**src/rtl/audio_pkg.sv**
```systemverilog
// Shared audio definitions: note half-period constants for the default 100 MHz
// clock, the rest encoding and the melody sequencer state enum.
package audio_pkg;

    localparam int unsigned DEF_CLK_HZ = 100_000_000;

    // Half-period in clk cycles = CLK_HZ / (2 * f), with f rounded to whole Hz.
    localparam int unsigned HP_B4  = DEF_CLK_HZ / (2 * 494);
    localparam int unsigned HP_C5  = DEF_CLK_HZ / (2 * 523);
    localparam int unsigned HP_DS5 = DEF_CLK_HZ / (2 * 622);
    localparam int unsigned HP_E5  = DEF_CLK_HZ / (2 * 659);
    localparam int unsigned HP_F5  = DEF_CLK_HZ / (2 * 698);
    localparam int unsigned HP_FS5 = DEF_CLK_HZ / (2 * 740);
    localparam int unsigned HP_G5  = DEF_CLK_HZ / (2 * 784);
    localparam int unsigned HP_GS5 = DEF_CLK_HZ / (2 * 831);
    localparam int unsigned HP_A5  = DEF_CLK_HZ / (2 * 880);
    localparam int unsigned HP_B5  = DEF_CLK_HZ / (2 * 988);
    localparam int unsigned HP_C6  = DEF_CLK_HZ / (2 * 1047);
    localparam int unsigned HP_E6  = DEF_CLK_HZ / (2 * 1319);
    localparam int unsigned HP_G6  = DEF_CLK_HZ / (2 * 1568);
    localparam int unsigned REST   = 0;

    typedef enum logic [2:0] {
        S_IDLE,
        S_FETCH,
        S_LOAD,
        S_PLAY,
        S_GAP,
        S_NEXT
    } state_e;

endpackage

```
**src/rtl/tone_gen.sv**
```systemverilog
// Square-wave generator: toggles every half_period cycles, silent on rest,
// phase-held (but muted) while frozen, and zero-phase after restart.
module tone_gen #(
    parameter int HP_W = 22
) (
    input  logic            clk,
    input  logic            rst,
    input  logic            restart,
    input  logic            freeze,
    input  logic [HP_W-1:0] half_period,
    output logic            sound
);

    logic [HP_W-1:0] cnt_q, cnt_d;
    logic            tone_q, tone_d;
    logic            sound_q, sound_d;

    always_comb begin
        cnt_d  = cnt_q;
        tone_d = tone_q;
        if (restart || half_period == '0) begin
            cnt_d  = '0;
            tone_d = 1'b0;
        end else if (!freeze) begin
            if (cnt_q == half_period - 1'b1) begin
                cnt_d  = '0;
                tone_d = ~tone_q;
            end else begin
                cnt_d = cnt_q + 1'b1;
            end
        end
        // Phase lives in tone_q; the pin is muted separately so pause keeps phase.
        sound_d = tone_d & ~freeze;
    end

    always_ff @(posedge clk) begin
        if (rst) begin
            cnt_q   <= '0;
            tone_q  <= 1'b0;
            sound_q <= 1'b0;
        end else begin
            cnt_q   <= cnt_d;
            tone_q  <= tone_d;
            sound_q <= sound_d;
        end
    end

    assign sound = sound_q;

endmodule

```
**src/rtl/melody_player.sv**
```systemverilog
// Tune sequencer: walks an external synchronous note ROM, times each note in
// tempo ticks, inserts optional gaps, and drives a registered square wave.
module melody_player
    import audio_pkg::*;
#(
    parameter int CLK_HZ    = 100_000_000,
    parameter int TICK_HZ   = 32,
    parameter int ADDR_W    = 6,
    parameter int HP_W      = 22,
    parameter int DUR_W     = 4,
    parameter int GAP_TICKS = 0
) (
    input  logic              clk,
    input  logic              rst,
    input  logic              play,
    input  logic              stop,
    input  logic              pause,
    input  logic              loop_en,
    output logic [ADDR_W-1:0] note_addr,
    input  logic [HP_W-1:0]   rom_half_period,
    input  logic [DUR_W-1:0]  rom_dur,
    input  logic              rom_last,
    output logic              sound,
    output logic              busy,
    output logic              done
);

    localparam int DIV    = CLK_HZ / TICK_HZ;
    localparam int TICK_W = (DIV > 1) ? $clog2(DIV) : 1;
    localparam int GAP_W  = (GAP_TICKS > 1) ? $clog2(GAP_TICKS) : 1;
    localparam logic [TICK_W-1:0] TICK_LAST = TICK_W'(DIV - 1);
    localparam logic [GAP_W-1:0]  GAP_LAST  = GAP_W'((GAP_TICKS > 0) ? GAP_TICKS - 1 : 0);

    state_e              state_q, state_d;
    logic [ADDR_W-1:0]   note_addr_q, note_addr_d;
    logic [HP_W-1:0]     hp_q, hp_d;
    logic [DUR_W-1:0]    dur_q, dur_d;
    logic                last_q, last_d;
    logic [TICK_W-1:0]   tick_q, tick_d;
    logic [DUR_W-1:0]    beat_q, beat_d;
    logic [GAP_W-1:0]    gap_q, gap_d;
    logic                done_q, done_d;
    logic                tick;
    logic [DUR_W-1:0]    dur_end;
    logic                restart;

    assign tick    = (tick_q == TICK_LAST);
    assign dur_end = (dur_q == '0) ? '0 : dur_q - 1'b1;  // duration 0 plays as 1 tick

    // NOTE: every signal assigned here gets a default first so no latch is inferred.
    always_comb begin
        state_d     = state_q;
        note_addr_d = note_addr_q;
        hp_d        = hp_q;
        dur_d       = dur_q;
        last_d      = last_q;
        tick_d      = tick_q;
        beat_d      = beat_q;
        gap_d       = gap_q;
        done_d      = 1'b0;

        if (stop) begin
            state_d     = S_IDLE;
            note_addr_d = '0;
            tick_d      = '0;
            beat_d      = '0;
            gap_d       = '0;
        end else if (!pause) begin
            unique case (state_q)
                S_IDLE: begin
                    if (play) begin
                        state_d     = S_FETCH;
                        note_addr_d = '0;
                    end
                end
                S_FETCH: state_d = S_LOAD;
                S_LOAD: begin
                    hp_d    = rom_half_period;
                    dur_d   = rom_dur;
                    last_d  = rom_last;
                    tick_d  = '0;
                    beat_d  = '0;
                    state_d = S_PLAY;
                end
                S_PLAY: begin
                    tick_d = tick ? '0 : tick_q + 1'b1;
                    if (tick) begin
                        if (beat_q == dur_end) begin
                            beat_d  = '0;
                            gap_d   = '0;
                            state_d = (GAP_TICKS > 0) ? S_GAP : S_NEXT;
                        end else begin
                            beat_d = beat_q + 1'b1;
                        end
                    end
                end
                S_GAP: begin
                    tick_d = tick ? '0 : tick_q + 1'b1;
                    if (tick) begin
                        if (gap_q == GAP_LAST) begin
                            gap_d   = '0;
                            state_d = S_NEXT;
                        end else begin
                            gap_d = gap_q + 1'b1;
                        end
                    end
                end
                S_NEXT: begin
                    // The final table entry ends the song even without its last flag.
                    if (last_q || note_addr_q == '1) begin
                        note_addr_d = '0;
                        if (loop_en) begin
                            state_d = S_FETCH;
                        end else begin
                            done_d  = 1'b1;
                            state_d = S_IDLE;
                        end
                    end else begin
                        note_addr_d = note_addr_q + 1'b1;
                        state_d     = S_FETCH;
                    end
                end
                default: state_d = S_IDLE;
            endcase
        end
    end

    // NOTE: sequential state uses non-blocking assignments so all flops update together.
    always_ff @(posedge clk) begin
        if (rst) begin
            state_q     <= S_IDLE;
            note_addr_q <= '0;
            hp_q        <= '0;
            dur_q       <= '0;
            last_q      <= 1'b0;
            tick_q      <= '0;
            beat_q      <= '0;
            gap_q       <= '0;
            done_q      <= 1'b0;
        end else begin
            state_q     <= state_d;
            note_addr_q <= note_addr_d;
            hp_q        <= hp_d;
            dur_q       <= dur_d;
            last_q      <= last_d;
            tick_q      <= tick_d;
            beat_q      <= beat_d;
            gap_q       <= gap_d;
            done_q      <= done_d;
        end
    end

    // Tone phase restarts at LOAD and whenever the next cycle is not PLAY,
    // so gaps, stop and note ends are silent from the following cycle.
    assign restart = (state_q == S_LOAD) || (state_d != S_PLAY);

    tone_gen #(
        .HP_W(HP_W)
    ) u_tone_gen (
        .clk        (clk),
        .rst        (rst),
        .restart    (restart),
        .freeze     (pause),
        .half_period(hp_q),
        .sound      (sound)
    );

    assign note_addr = note_addr_q;
    assign busy      = (state_q != S_IDLE);
    assign done      = done_q;

endmodule

```
**config.mk**
```make
export PLATFORM = sky130hd
export DESIGN_NAME = melody_player
export DESIGN_NICKNAME = d
export VERILOG_FILES = /design/src/rtl/audio_pkg.sv /design/src/rtl/tone_gen.sv /design/src/rtl/melody_player.sv
export SDC_FILE = /design/constraint.sdc
export NUM_CORES = 1
export LEC_CHECK = 0
export CORE_MARGIN = 4
export CORE_UTILIZATION = 58
export CTS_CLUSTER_DIAMETER = 80
export DETAILED_ROUTE_END_ITERATION = 10
export GPL_ROUTABILITY_DRIVEN = 0
export HOLD_SLACK_MARGIN = 0.05
export PLACE_DENSITY = 0.86
export SLEW_MARGIN = 40
export SYNTH_ARGS = -nofsm -noshare
export SYNTH_HDL_FRONTEND = slang
export SYNTH_HIERARCHICAL = 1
export SYNTH_SLANG_ARGS = --single-unit
```
**constraint.sdc**
```tcl
create_clock -name clk -period 3.2 [get_ports clk]
set_input_delay 0.64 -clock clk [delete_from_list [all_inputs] [get_ports clk]]
set_output_delay 0.64 -clock clk [all_outputs]
set_load 0.005 [all_outputs]
```
==> results of run 1 <==
## cell usage in the layout, fill, tap and decap left out, types with 3 or more instances in the layout
master	Yosys	routed
and2_1	5	5
clkbuf_1	19	3
buf_4	3	8
dfxtp_1	87	87
clkbuf_8	0	9
nand4_1	9	9
nand3_1	33	33
xor2_1	40	40
a211o_1	3	3
nor3_1	33	33
o21ai_0	6	6
nand3b_1	6	6
a21oi_1	42	42
or2_2	3	3
nand4b_1	4	4
mux2i_1	3	3
nand2b_1	5	5
and3_1	7	7
nor3b_1	3	3
nor2_1	58	58
or4b_1	3	3
inv_1	12	12
nor4_1	7	7
ha_1	5	5
a31oi_1	6	6
and4_1	5	5
nand2_1	86	86
clkdlybuf4s50_1	0	41
xnor2_1	34	34
or3_1	5	5
## Yosys cell counts, types with 4 or more instances
library cell | n | share of area [%]
clkbuf_1 | 19 | 1.5
a21oi_1 | 42 | 4.4
xor2_1 | 40 | 7.3
o21ai_0 | 6 | 0.62
nand3b_1 | 6 | 0.93
nor4_1 | 7 | 0.91
nand2_1 | 86 | 6.7
nand4_1 | 9 | 1.2
and3_1 | 7 | 0.91
nand2b_1 | 5 | 0.65
or3_1 | 5 | 0.65
dfxtp_1 | 87 | 36
inv_1 | 12 | 0.93
nor3_1 | 33 | 3.4
xnor2_1 | 34 | 6.2
nand3_1 | 33 | 3.4
ha_1 | 5 | 1.3
and4_1 | 5 | 0.91
and2_1 | 5 | 0.65
a31oi_1 | 6 | 0.78
nor2_1 | 58 | 4.5
nand4b_1 | 4 | 0.73
## metal layers
layer,track usage (%),wire length [um],vias to the layer above
met2,40.4,5700,116
met4,8.82,310,0
li1,-,-,2160
met3,3.93,443,26
met5,0,0,-
met1,29.5,4840,2072
## area by class of cell
type                            count  area, um2
Clock inverter                      3       45.0
Sequential cell                    87       1740
Multi-Input combinational cell    467       2930
Tap cell                          102        128
Clock buffer                       12        135
Timing Repair Buffer               49        470
Inverter                           12       45.0
Fill cell                         606       2390
## power by group through the flow
stage	logic, W	clock network [W]	registers (W)
2_1_floorplan	0.0000452	0	0.00111
3_3_place_gp	0.0000963	0	0.00111
3_5_place_dp	0.0000987	0	0.00111
4_1_cts	0.0000994	0.000751	0.00109
5_1_grt	0.000108	0.000792	0.00109
6_report	0.0000997	0.000745	0.00109
## through the flow
step | std cells | worst slack, ns | hold slack [ns] | cell area, um2 | util, %
2_1_floorplan | 593 | 0.630 | 0.435 | 4820 | -
3_3_place_gp | 717 | 0.278 | 0.454 | 5310 | 67.4
3_5_place_dp | 717 | 0.240 | 0.465 | 5310 | 67.4
4_1_cts | 732 | 0.352 | 0.477 | 5490 | 69.6
5_1_grt | 732 | 0.0111 | 0.506 | 5490 | 69.7
6_report | 732 | 0.338 | 0.473 | 5490 | 69.7
## cell families after synthesis
kind of cell	count (synthesis)	share of synthesized area (%)
and+or+nand+nor	295	32.6
AOI/OAI and AO/OA	88	12.1
DFF	87	36.1
xor gates and xnor gates	74	13.4
buffers and inverters	39	3.35
muxes	5	1.09
adders and majority gates	5	1.30
## worst max-delay path, cell delays in order (launching register included)
cell and delay, ns:
dfxtp_1 0.37, nor4_1 0.48, nand4_1 0.32, xnor2_1 0.23, a211o_1 0.25, a2111oi_2 0.43, nor4b_4 0.29, buf_4 0.29
nor3_1 0.08
## registers in the layout, indices dropped and copies added, names as in the netlist
name and flops:
state_q 3, last_q 1, u_tone_gen/tone_q 1, note_addr 6, u_tone_gen/cnt_q 22, hp_q 22, done 1, dur_q 4
beat_q 4, u_tone_gen/sound 1, tick_q 22
## final timing paths
kind                              start                   end  slack [ns]  cells past startpoint
worst max-delay path            hp_q[7]  u_tone_gen/cnt_q[13]        0.34                      8
worst min-delay path             last_q                last_q        0.47                      2
worst max register to register  hp_q[7]  u_tone_gen/cnt_q[13]        0.34                      8
worst min register to register   last_q                last_q        0.47                      2
==> reports/results.ini, run 1 <==
[global_routing]
grt_usage_pct = 23.5
grt_pass1_vias = 4105
gr-total-overflow = 0
antenna_found_initial = 0
grt_pass1_wl_mm = 19.3
grt_max_degree = 30

[cells_and_area]
area_delta_synth_final_pct = 13.9
drive_above_1_share_pct = 6.98
antennaDiodeCount = 0
num-nets-final = 664

[drt]
antenna_left = 0
dr.pass1.iters = 5
wl_mm = 11.3
drc = 0
drtIter0Drc = 196
wl_per_cell_um = 15.4
via_per_inst = 5.98
via_count = 4374

[clock_network]
clockBufferDepth = 2
clkTransAtPathRegs_ns = 0.09
cts_repair_resize_count = 0
clock-sinks = 87
cts_root_buf = clkbuf_8
insertion_delay_ns = 0.36
cts.htree.levels = 3
cts_tree = done
post-cts-setup-buffers = 0
numCtsBuffers = 9
ctsHoldBuffers = 0

[synth]
yosysWarnings = 6
synthDistinctLibCells = 72
synth_area_per_cell_um2 = 8.13
postSynth.asyncResetShare_pct = 0
ys_seq_elements = 87
synth_nets = 631
seq_area_frac_synth_pct = 36.1
syn_area_um2 = 4820
synth_enable_flop_cells = 0
synth_ff_type = dfxtp_1
syn_inst = 593

[timing]
rsz0062_at_grt = false
fin_crit_ns = 2.86
timing.slew.headroom_pct = 60.7
worst_pin_slew_ns = 0.588
fmax_mhz = 349
timing.setup.tns_ns = 0
hold_viol_final = 0
drv_slew = 0
finalSetupViolations = 0
finClkSkew_ns = 0.0102
period_share_pct = 89.4

[worst_setup_path]
worst-endpoint-arrival_ns = 3.09
worstPathRequired_ns = 3.43
cp-end-kind = register
start_kind = register
worstSetupPathType = register to register
cp_max_fo = 21

[power_and_ir_drop]
comb_power_share_pct = 5.2
clkPwrFrac_pct = 38.5
switching_share_pct = 22.6
p_seq_share_pct = 56.3
irDropWorstVdd_v = 0.000233
p_int_w = 0.00150
p_total_w = 0.00193
p_leak_nw = 1.83
power_per_cell_area_nw_per_um2 = 352
netSwitchingPower_w = 0.000437

[floorplan]
core_um2 = 7890
initial_utilization_pct = 61.1
num_rows = 32
fp.dieArea_um2 = 9840
die_x_um = 99.2
fp.dieH_um = 99.2
io_pins = 42

[worst_hold_path]
hold_class = register to register

[placement]
port_buffers = 41
dp_hpwl_mm = 8.22

[outcome]
status = finished clean

[flow_run]
cap_violations = 0

Note: power is estimated with default switching activity, not from simulation.
==> inputs of run 2 (changes only) <==
REMOVE_ABC_BUFFERS = 1   (was unset)
==> run 2 against run 1 <==
Compared with the run above:
- sequential power hardly changed
- maximum frequency decreased by 1.3%
- core utilization is 0.30 points higher
- critical path depth unchanged
- register-to-register slack lost 0.04 ns
- total power up 5.3%
- largest cell class unchanged
- highest routed layer unchanged
==> reports/results.ini, run 2 (synthesis gave the netlist of run 1 again) <==
[outcome]
status = finished clean  ; unchanged

[worst_setup_path]
r2r_setup_slack_ns = 0.30  ; was 0.34 ns
worstPathRequired_ns = 3.44  ; was 3.43 ns
cp_slowest_stage_delay_ns = 0.51  ; was 0.48 ns
r2r_cells = 8  ; unchanged
cp_max_fo = 21  ; unchanged
r2r-end = u_tone_gen/cnt_q[21]  ; was u_tone_gen/cnt_q[13]
start_kind = register  ; unchanged
worst-endpoint-arrival_ns = 3.14  ; was 3.09 ns
r2r-start = hp_q[2]  ; was hp_q[7]
cp-end-kind = register  ; unchanged
crit_slowest_cell = nor4_1  ; unchanged
worstSetupPathType = register to register  ; unchanged
cp_cell_sequence = nor4_1 -> nand4_1 -> xnor2_1 -> a211o_1 -> a2111oi_2 -> nor4b_4 -> buf_4 -> nor3_1  ; unchanged

[global_routing]
antenna_found_initial = 0  ; unchanged
grt_pass1_wl_mm = 18.9  ; was 19.3 mm
grt_usage_pct = 23.1  ; was 23.5%
gr-total-overflow = 0  ; unchanged
grt_max_degree = 30  ; unchanged
grt_pass1_vias = 4230  ; was 4105

[drt]
wl_mm = 11.1  ; was 11.3 mm
via_count = 4407  ; was 4374
wl_per_cell_um = 15.1  ; was 15.4 um
drtIter0Drc = 242  ; was 196
via_per_inst = 6.03  ; was 5.98
drc = 0  ; unchanged
dr.pass1.iters = 5  ; unchanged
antenna_left = 0  ; unchanged

[power_and_ir_drop]
clkPwrFrac_pct = 41.8  ; was 38.5%
p_int_w = 0.00160  ; was 0.00150 W
p_seq_share_pct = 53.5  ; was 56.3%
switching_share_pct = 21.5  ; was 22.6%
power_per_cell_area_nw_per_um2 = 369  ; was 352 nW/um2
comb_power_share_pct = 4.7  ; was 5.2%
netSwitchingPower_w = 0.000438  ; was 0.000437 W
irDropWorstVdd_v = 0.000218  ; was 0.000233 V
p_leak_nw = 1.85  ; was 1.83 nW

[clock_network]
clkTransAtPathRegs_ns = 0.09  ; about the same
insertion_delay_ns = 0.36  ; about the same
numCtsBuffers = 9  ; unchanged
cts_repair_resize_count = 0  ; unchanged
ctsHoldBuffers = 0  ; unchanged
cts_root_buf = clkbuf_8  ; unchanged
cts.htree.levels = 3  ; unchanged
clockBufferDepth = 2  ; unchanged
cts_tree = done  ; unchanged
clock-sinks = 87  ; unchanged
post-cts-setup-buffers = 0  ; unchanged

[worst_hold_path]
min_from = last_q  ; unchanged
holdPathEnd = last_q  ; unchanged
hold_class = register to register  ; unchanged
holdPathStages = 2  ; unchanged

[placement]
placed_cells = 715  ; was 717
dp_hpwl_mm = 7.90  ; was 8.22 mm
port_buffers = 41  ; unchanged

[floorplan]
die_x_um = 99.2  ; unchanged
fp.dieArea_um2 = 9840  ; unchanged
num_rows = 32  ; unchanged
io_pins = 42  ; unchanged
fp.dieH_um = 99.2  ; unchanged
initial_utilization_pct = 61.1  ; unchanged
core_um2 = 7890  ; unchanged

[timing]
fin_crit_ns = 2.90  ; was 2.86 ns
finClkSkew_ns = 0.0101  ; was 0.0102 ns
finalSetupViolations = 0  ; unchanged
timing.slew.headroom_pct = 56.8  ; was 60.7%
rsz0062_at_grt = false  ; unchanged
timing.setup.tns_ns = 0  ; unchanged
drv_slew = 0  ; unchanged
hold_slack_ns = 0.481  ; was 0.473 ns
period_share_pct = 90.6  ; was 89.4%
worst_pin_slew_ns = 0.647  ; was 0.588 ns
fmax_mhz = 345  ; was 349 MHz
hold_viol_final = 0  ; unchanged

[cells_and_area]
top_regs = hp_q x22, tick_q x22, u_tone_gen/cnt_q x22  ; unchanged
area_delta_synth_final_pct = 14.4  ; was 13.9%
finalNonFillerCells = 731  ; was 732
mostFrequentLayoutCells = 87 x dfxtp_1, 86 x nand2_1, 58 x nor2_1, 42 x a21oi_1, 41 x clkdlybuf4s50_1  ; unchanged
final_common_cell = dfxtp_1  ; unchanged
antennaDiodeCount = 0  ; unchanged
drive_above_1_share_pct = 7.00  ; was 6.98%
num-nets-final = 662  ; was 664

[flow_run]
cap_violations = 0  ; unchanged

-- run 2: worst max-delay path, delay by kind of cell, from the launching register on --
| kind | cells | cell delay, ns |
|---|---|---|
| buffers and inverters | 1 | 0.29 |
| AO/OA/AOI/OAI | 2 | 0.67 |
| XOR/XNOR | 1 | 0.22 |
| flip-flops | 1 | 0.38 |
| AND/OR/NAND/NOR | 4 | 1.21 |
-- run 2: cell type report --
cell class / count / area (um2)
multi-input combinational: 467 / 2930
fill: 597 / 2370
sequential: 87 / 1740
timing repair buffer: 47 / 455
clock buffer: 11 / 141
tap: 102 / 128
clock inverter: 5 / 78.8
inverter: 12 / 45.0
-- run 2: stage by stage --
stage          utilization [%]  cell area, um2  total power [W]  setup WS (ns)
6_report                  70.0            5520          0.00203          0.301
5_1_grt                   70.0            5520          0.00211          0.104
4_1_cts                   70.0            5520          0.00204          0.333
3_5_place_dp              67.2            5300          0.00121          0.271
3_3_place_gp              67.2            5300          0.00121          0.366
2_1_floorplan                -            4710          0.00114          0.226
-- run 2: worst max-delay path by stage --
stage | slack (ns) | to | cells past startpoint | startpoint
6_report | 0.30 | u_tone_gen/cnt_q[21] | 8 | hp_q[2]
5_1_grt | 0.10 | u_tone_gen/cnt_q[11] | 8 | hp_q[2]
4_1_cts | 0.33 | u_tone_gen/cnt_q[21] | 8 | hp_q[2]
3_5_place_dp | 0.27 | u_tone_gen/cnt_q[1] | 9 | play
3_3_place_gp | 0.37 | u_tone_gen/cnt_q[1] | 9 | play
2_1_floorplan | 0.23 | u_tone_gen/tone_q | 7 | hp_q[2]
-- run 2: per-layer routing --
layer  vias to the layer above  part of all wire, %  GRT usage [%]
met4                         0                  3.4           12.2
met3                        33                  4.0           3.16
met1                      2110                   41           27.4
met5                         -                    0              0
met2                       109                   51           40.4
li1                       2155                    -              -
-- run 2: power by group through the flow --
stage                     Combinational [W]  Clock, W  Sequential (W)
final                             0.0000961  0.000850         0.00109
after global routing               0.000105  0.000913         0.00109
after global placement            0.0000939         0         0.00111
after floorplan                   0.0000322         0         0.00111
after detailed placement          0.0000960         0         0.00111
after CTS                         0.0000964  0.000858         0.00109
==> inputs of run 3 (changes only) <==
==> constraint.sdc (replaced) <==
create_clock -name clk -period 3.2 [get_ports clk]
set_input_delay 0.32 -clock clk [delete_from_list [all_inputs] [get_ports clk]]
set_output_delay 0.32 -clock clk [all_outputs]
set_load 0.005 [all_outputs]
==> run 3 against run 2 <==
Compared with the run above:
- via count shrank 1.4%
- wire length shrank 0.81%
- final cell count is the same
- die area is the same
- sequential share of layout area grew 0.079 points
- global-route usage is 0.67 points lower
- sequential power barely moved
- largest cell class unchanged
==> reports/results.ini, run 3 (synthesis gave the netlist of run 1 again) <==
[global_routing]
gr-usage-met3_pct = 3.23  ; was 3.16%
grt_max_degree = 28  ; was 30
gr-total-overflow = 0  ; unchanged
grt_pass1_wl_mm = 18.4  ; was 18.9 mm
antenna_found_initial = 0  ; unchanged
grt_usage_pct = 22.5  ; was 23.1%
busiest_layer = met2  ; unchanged
grt_use_met1_pct = 26.9  ; was 27.4%
grt_use_met2_pct = 39.7  ; was 40.4%
grt_pass1_vias = 4117  ; was 4230

[worst_setup_path]
r2r_setup_slack_ns = 0.42  ; was 0.30 ns
worstSetupPathType = register to register  ; unchanged
worst-endpoint-arrival_ns = 3.03  ; was 3.14 ns
r2r-end = u_tone_gen/cnt_q[10]  ; was u_tone_gen/cnt_q[21]
start_kind = register  ; unchanged
r2r-start = hp_q[2]  ; unchanged
worstPathRequired_ns = 3.45  ; was 3.44 ns
r2r_cells = 8  ; unchanged
cp_max_fo = 21  ; unchanged
cp-end-kind = register  ; unchanged

[clock_network]
cts_repair_resize_count = 0  ; unchanged
cts_root_buf = clkbuf_8  ; unchanged
insertion_delay_ns = 0.36  ; about the same
ctsHoldBuffers = 0  ; unchanged
numCtsBuffers = 9  ; unchanged
cts.htree.levels = 3  ; unchanged
cts_tree = done  ; unchanged
clock-sinks = 87  ; unchanged
clockBufferDepth = 2  ; unchanged
post-cts-setup-buffers = 0  ; unchanged
clkTransAtPathRegs_ns = 0.09  ; about the same

[cells_and_area]
final_core_util_pct = 69.8  ; was 70.0%
top_regs = hp_q x22, tick_q x22, u_tone_gen/cnt_q x22  ; unchanged
filler_cell_count = 614  ; was 597
finalNonFillerCells = 731  ; unchanged
num-nets-final = 662  ; unchanged
mostFrequentLayoutCells = 87 x dfxtp_1, 86 x nand2_1, 58 x nor2_1, 42 x a21oi_1, 41 x clkdlybuf4s50_1  ; unchanged
area_delta_synth_final_pct = 14.1  ; was 14.4%
antennaDiodeCount = 0  ; unchanged
drive_above_1_share_pct = 7.31  ; was 7.00%
final_common_cell = dfxtp_1  ; unchanged

[worst_hold_path]
holdPathStages = 2  ; unchanged
holdPathEnd = last_q  ; unchanged
hold_class = register to register  ; unchanged
min_from = last_q  ; unchanged

[floorplan]
num_rows = 32  ; unchanged
fp.dieArea_um2 = 9840  ; unchanged
io_pins = 42  ; unchanged
core_um2 = 7890  ; unchanged
initial_utilization_pct = 61.1  ; unchanged
die_x_um = 99.2  ; unchanged
fp.dieH_um = 99.2  ; unchanged

[drt]
drtIter0Drc = 160  ; was 242
wl_mm = 11.0  ; was 11.1 mm
wl_per_cell_um = 15.0  ; was 15.1 um
via_per_inst = 5.94  ; was 6.03
dr.pass1.iters = 5  ; unchanged
antenna_left = 0  ; unchanged
via_count = 4345  ; was 4407
drc = 0  ; unchanged

[flow_run]
cap_violations = 0  ; unchanged

[timing]
timing.slew.headroom_pct = 56.5  ; was 56.8%
drv_slew = 0  ; unchanged
hold_viol_final = 0  ; unchanged
period_share_pct = 87.0  ; was 90.6%
timing.setup.tns_ns = 0  ; unchanged
fmax_mhz = 359  ; was 345 MHz
finalSetupViolations = 0  ; unchanged
worst_pin_slew_ns = 0.648  ; was 0.647 ns
fin_crit_ns = 2.78  ; was 2.90 ns
rsz0062_at_grt = false  ; unchanged
finClkSkew_ns = 0.00734  ; was 0.0101 ns

[outcome]
status = finished clean  ; unchanged

[placement]
placed_cells = 715  ; unchanged
port_buffers = 41  ; unchanged
dp_hpwl_mm = 7.81  ; was 7.90 mm

[power_and_ir_drop]
power_per_cell_area_nw_per_um2 = 360  ; was 369 nW/um2
irDropWorstVdd_v = 0.000207  ; was 0.000218 V
p_leak_nw = 1.84  ; was 1.85 nW

-- run 3: layer usage --
| layer | up-vias | wire length [um] |
|---|---|---|
| li1 | 2157 | - |
| met1 | 2031 | 4680 |
| met2 | 138 | 5550 |
| met3 | 19 | 545 |
| met4 | 0 | 184 |
| met5 | - | 0 |
-- run 3: worst max-delay path, stage by stage, from the launching register on --
cell,delay (ns)
dfxtp_1,0.38
nor4_1,0.48
nand4_1,0.30
xnor2_1,0.22
a211o_1,0.24
a2111oi_2,0.38
nor4b_4,0.28
buf_4,0.30
nor3_1,0.09
-- run 3: cell type report --
cell class	count	area (um2)	share of cell area, %
repair buffers	47	455	8.27
flip-flops and latches	87	1740	31.6
clock inverters	6	67.6	1.23
well taps	102	128	2.32
clock buffers	10	138	2.50
inverters	12	45.0	0.818
multi-input cells	467	2930	53.2
-- run 3: power breakdown --
group,leakage (nW),switching (W),total (W),internal (W)
sequential,0.701,0.00000512,0.00109,0.00108
clock,0.0993,0.000412,0.000798,0.000386
combinational,1.04,0.0000433,0.0000957,0.0000524
total,1.84,0.000460,0.00198,0.00152
-- run 3: worst max-delay path by stage --
stage                 start                   end  slack [ns]  depth (start not counted)
floorplan           hp_q[2]     u_tone_gen/tone_q        0.23                          7
global placement    hp_q[7]  u_tone_gen/cnt_q[18]        0.54                          8
detailed placement  hp_q[2]  u_tone_gen/cnt_q[21]        0.48                          8
CTS                 hp_q[2]   u_tone_gen/cnt_q[5]        0.42                          8
global route        hp_q[7]   u_tone_gen/cnt_q[3]        0.19                          8
finish              hp_q[2]  u_tone_gen/cnt_q[10]        0.42                          8
-- run 3: per-stage QoR --
step	hold slack [ns]	setup WS, ns	cell area, um2	power [W]
floorplan	0.389	0.226	4710	0.00114
CTS	0.489	0.419	5500	0.00199
global route	0.497	0.193	5500	0.00205
detailed placement	0.467	0.478	5300	0.00121
global placement	0.466	0.545	5300	0.00121
finish	0.483	0.416	5500	0.00198
